$ cat src/rtl/rf_scoreboard.sv
// -----------------------------------------------------------------------------
// rf_scoreboard
// Integer register file for the scalar pipeline: NREGS x XLEN entries with two
// combinational read ports, one write port, and write-through bypass. A
// per-register busy scoreboard tracks destinations of issued but not yet
// written-back instructions, and the block raises issue_stall on RAW/WAW
// hazards. Register SP_IDX resets to SP_INIT. Register 0 is optionally
// hardwired to zero.
//
// Ports:
//   clk, rstn            clock (rising edge) / asynchronous active-low reset
//   rd_addr1/2           read addresses, also the hazard-check sources
//   rd_data1/2           read data, with bypass from the WB write port
//   rd_busy1/2           source has a pending write not satisfied this cycle
//   issue_valid/wr/dst   ID issue request, writes-destination flag, destination
//   issue_stall          issue blocked this cycle
//   wr_en/addr/data      WB write port
//   flush                clears every busy bit
// -----------------------------------------------------------------------------
module rf_scoreboard #(
  parameter int XLEN     = 64,
  parameter int NREGS    = 32,
  parameter int AW       = 5,
  parameter int ZERO_REG = 1,
  parameter int SP_IDX   = 2,
  parameter int SP_INIT  = 2048
) (
  input  logic            clk,
  input  logic            rstn,
  input  logic [AW-1:0]   rd_addr1,
  input  logic [AW-1:0]   rd_addr2,
  output logic [XLEN-1:0] rd_data1,
  output logic [XLEN-1:0] rd_data2,
  output logic            rd_busy1,
  output logic            rd_busy2,
  input  logic            issue_valid,
  input  logic            issue_wr,
  input  logic [AW-1:0]   issue_dst,
  output logic            issue_stall,
  input  logic            wr_en,
  input  logic [AW-1:0]   wr_addr,
  input  logic [XLEN-1:0] wr_data,
  input  logic            flush
);

  localparam bit              ZR        = (ZERO_REG != 0);
  localparam logic [XLEN-1:0] SP_INIT_V = XLEN'(SP_INIT);

  logic [XLEN-1:0]  r_regs [NREGS];
  logic [NREGS-1:0] r_busy;

  logic             w_wr_ok;
  logic             w_dst_conflict;
  logic             w_issue_fire;
  logic [NREGS-1:0] w_busy_nxt;

  // A write to x0 is dropped entirely when x0 is hardwired, so it must not
  // bypass onto the read ports either.
  assign w_wr_ok = wr_en && !(ZR && (wr_addr == '0));

  always_comb begin
    if (ZR && (rd_addr1 == '0))                 rd_data1 = '0;
    else if (w_wr_ok && (wr_addr == rd_addr1))  rd_data1 = wr_data;
    else                                        rd_data1 = r_regs[rd_addr1];

    if (ZR && (rd_addr2 == '0))                 rd_data2 = '0;
    else if (w_wr_ok && (wr_addr == rd_addr2))  rd_data2 = wr_data;
    else                                        rd_data2 = r_regs[rd_addr2];
  end

  // A same-cycle WB to the register satisfies the hazard, so it is not busy.
  // busy[0] is never set when x0 is hardwired, so x0 never reports busy.
  assign rd_busy1       = r_busy[rd_addr1] && !(wr_en && (wr_addr == rd_addr1));
  assign rd_busy2       = r_busy[rd_addr2] && !(wr_en && (wr_addr == rd_addr2));
  assign w_dst_conflict = issue_wr && r_busy[issue_dst] &&
                          !(wr_en && (wr_addr == issue_dst));
  assign issue_stall    = issue_valid && (rd_busy1 || rd_busy2 || w_dst_conflict);
  assign w_issue_fire   = issue_valid && !issue_stall;

  // Flush dominates everything; otherwise WB clears first and issue sets
  // afterwards so that a set wins over a clear on the same index.
  always_comb begin
    w_busy_nxt = r_busy;
    if (flush) begin
      w_busy_nxt = '0;
    end else begin
      if (wr_en)
        w_busy_nxt[wr_addr] = 1'b0;
      if (w_issue_fire && issue_wr && !(ZR && (issue_dst == '0)))
        w_busy_nxt[issue_dst] = 1'b1;
    end
  end

  always_ff @(posedge clk or negedge rstn) begin
    if (!rstn) begin
      for (int i = 0; i < NREGS; i++)
        r_regs[i] <= (i == SP_IDX) ? SP_INIT_V : '0;
    end else if (w_wr_ok) begin
      r_regs[wr_addr] <= wr_data;
    end
  end

  always_ff @(posedge clk or negedge rstn) begin
    if (!rstn) r_busy <= '0;
    else       r_busy <= w_busy_nxt;
  end

endmodule

$ cat config.mk
export PLATFORM = sky130hd
export DESIGN_NAME = rf_scoreboard
export DESIGN_NICKNAME = d
export VERILOG_FILES = /design/src/rtl/rf_scoreboard.sv
export SDC_FILE = /design/constraint.sdc
export NUM_CORES = 2
export LEC_CHECK = 0
export ABC_AREA = 0
export BUFFER_PORTS_ARGS = -buffer_cell sky130_fd_sc_hd__buf_4
export CAP_MARGIN = 20
export CORE_MARGIN = 2
export CORE_UTILIZATION = 30
export DETAILED_ROUTE_END_ITERATION = 10
export HOLD_SLACK_MARGIN = 0.05
export SLEW_MARGIN = 20
export SYNTH_ARGS = -nofsm -noshare
export SYNTH_HDL_FRONTEND = slang
export SYNTH_SLANG_ARGS = --single-unit
$ cat constraint.sdc
create_clock -name clk -period 2.4 [get_ports clk]
set_input_delay 0.24 -clock clk [delete_from_list [all_inputs] [get_ports clk]]
set_output_delay 0.24 -clock clk [all_outputs]
set_load 0.02 [all_outputs]
==> reports/results.txt <==
final number of setup-violating endpoints: 141
Die Y: 615 um
CP max-delay cell: mux4_2
# H-tree levels: 4
CTS Sinks: 2080
Synth top area share: 0.465
Clk Latency, worst-skew pair: 0.95 ns
layout net count: 7466
initial antenna violation count: 5
Post-Syn Area: 112000 um2
die area: 378000 um2
ranking of synthesized cells by area: dfrtp_1, mux4_2, mux2_2, clkbuf_1, mux2i_1
Critical Path RT: 2.16 ns
die width: 615 um
register area share after synthesis: 0.466
Cells after Synth: 6908
I/O pin total: 221
number of buffers added on ports: 220
Core Area: 372000 um2
Crit Path Class: reg2out
MaxCap Viol Count: 0
Final Hold Vio Count: 0
#FFs+latches synth: 2080
Clock Tree Buf Depth: 4
Pre-Repair DR Iteration Count: 5
fin crit share: 1.36
Critical Path Fanout Max: 2
status: finished with violations
ANT nets after route: 0
WL/cell: 30.0 um
dpl cells: 11977
Total GRT Usage: 0.196
skew final: 0.00859 ns
vias in the first global route: 75048
first-pass GRT wire length: 550000 um
Placed Area: 126000 um2
crit path capture type: output pin
startpoint types: register
Slew Limit Fails: 0
WP data arrival: 3.03 ns
clock buffer count from CTS: 237
failing checks: negative setup slack
CTS clock-pin slew for the worst setup and hold paths: 0.06 ns
via count: 70148
top_reg_cell synth: dfrtp_1
largest net degree at the start of global routing: 107
GRT Residual Overflow: 0
Hold/Removal Path Class: in2async
CP max stage delay: 0.54 ns
non-filler instance count after layout: 12551
peak supply drop: 0.000703 V
Synth cell types: 48
final instance area: 137000 um2
Synth top cells by count: dfrtp_1, mux2_2, mux4_2, clkbuf_1, mux2i_1
dpl hpwl: 241000 um
ys async rst share: 1.00
Layout area overhead: 22.8%
worst path cell trace: mux4_2 -> mux4_2 -> mux2i_4 -> buf_6 -> a211oi_4 -> buf_6
final WL: 376000 um
f_max: 305 MHz
most common cell in the synthesized netlist: dfrtp_1
CTS tree: yes
R2R cell count: 10
yosys warns: 0
RePlAce Congestion: 0.812
max_slew headroom: 0.469
fin crit period: 3.27 ns
# rows: 224
measured slew at the worst slew-check pin: 0.796 ns
setup slack after layout: -0.874 ns
DRC Markers: 0
Avg Vias per Cell: 5.59
Leak: 57.6 nW
unrepaired setup endpoints after global routing: yes
clock root buffer: clkbuf_16
initial DRC count: 6026
starting density of the core: 0.301
Mean Syn Cell Area: 16.2 um2
Synth area leader: dfrtp_1
layout cells sized above 1: 0.651
Cell Pwr Density: 812 nW/um2
Syn Nets: 6998
EDFF count, synth: 0
timing repair:
action,in CTS,in global routing
pin swaps,136,48
hold buffers,78,0
cloned,0,1
endpoints found under the hold margin,4079,0
gates resized for setup,303,61
setup endpoints to repair,131,148
setup buffers,53,24
metrics by stage:
step	worst slack (ns)	hold WS [ns]	utilization	TNS, ns	power, mW
floorplan	-0.165	-0.0556	-	-12.42	62.9
global placement	-1.15	0.376	0.339	-219.43	71.1
detailed placement	-1.15	0.382	0.339	-172.15	72.3
CTS	-0.960	0.0621	0.368	-93.76	112
global route	-0.936	0.172	0.370	-95.73	116
finish	-0.874	0.166	0.370	-85.08	112
metal layers:
metal / vias up / GRT usage / share of wire
met5: - / 0 / 0.000021
li1: 27945 / - / -
met4: 2 / 0.0691 / 0.038
met1: 39059 / 0.263 / 0.42
met3: 664 / 0.0297 / 0.057
met2: 2478 / 0.324 / 0.49
cell families after synthesis:
family	count (synthesis)	synth area share
flops	2080	0.466
simple gates	303	0.0133
mux	3458	0.473
xor+xnor	15	0.00117
buf+inv	857	0.0329
compound gates	195	0.0135
path summary, 6_finish.rpt:
check / slack (ns) / from / to
hold / removal: 0.17 / rstn / r_regs[502]
setup reg to reg: -0.04 / r_busy[6] / r_busy[14]
min in group clk: 0.19 / wr_addr[2] / r_regs[1089]
hold reg to reg: 0.39 / r_regs[2019] / r_regs[2019]
setup / recovery: -0.87 / r_regs[741] / rd_data1[37]
max in group asynchronous: 1.34 / rstn / r_regs[1492]
cell usage in the layout (no fill, tap or decap), drive strengths merged, types with 2 or more instances in the layout:
| master | n |
|---|---|
| nand3 | 10 |
| clkinvlp | 8 |
| or2 | 5 |
| a31o | 6 |
| nand3b | 26 |
| xor2 | 12 |
| mux4 | 1266 |
| clkinv | 42 |
| o22ai | 2 |
| diode | 3 |
| o21ai | 9 |
| clkbuf | 359 |
| nand2b | 5 |
| or4 | 3 |
| a211oi | 154 |
| dfrtp | 2079 |
| mux2i | 208 |
| bufinv | 23 |
| nor3 | 26 |
| dlygate4sd3 | 78 |
| nor2b | 13 |
| mux2 | 1984 |
| buf | 999 |
| nor4 | 4 |
| nor4b | 2 |
| o31ai | 16 |
| nor2 | 154 |
| xnor2 | 3 |
| a41oi | 2 |
| inv | 16 |
| nand2 | 29 |
| or3b | 10 |
| nor3b | 11 |
| nand4 | 2 |
critical path: cells and delay by family (launching register included):
family	cells	cell delay (ns)
compound gates	1	0.05
mux	3	1.41
flops	1	0.39
buf+inv	2	0.30
where the power goes:
group          leakage (nW)  switching [mW]  internal [mW]
Clock                  4.04            15.5           22.8
Combinational          26.9            10.5           16.3
Sequential             26.7            4.82           41.7
Total                  57.6            30.8           80.7
state kept, by name, summed over array words and instances (netlist names):
name    cells
r_busy     32
r_regs   2048
final cells by class:
type,instances,area (um2)
clock buffers,356,7060
flip-flops and latches,2080,52100
inverters,6,27.5
diodes,3,7.51
well taps,4972,6220
multi-input cells,3971,58500
clock inverters,83,1140
fillers,34506,234000
repair buffers,1080,12300
Note: power is estimated with default switching activity, not from simulation.
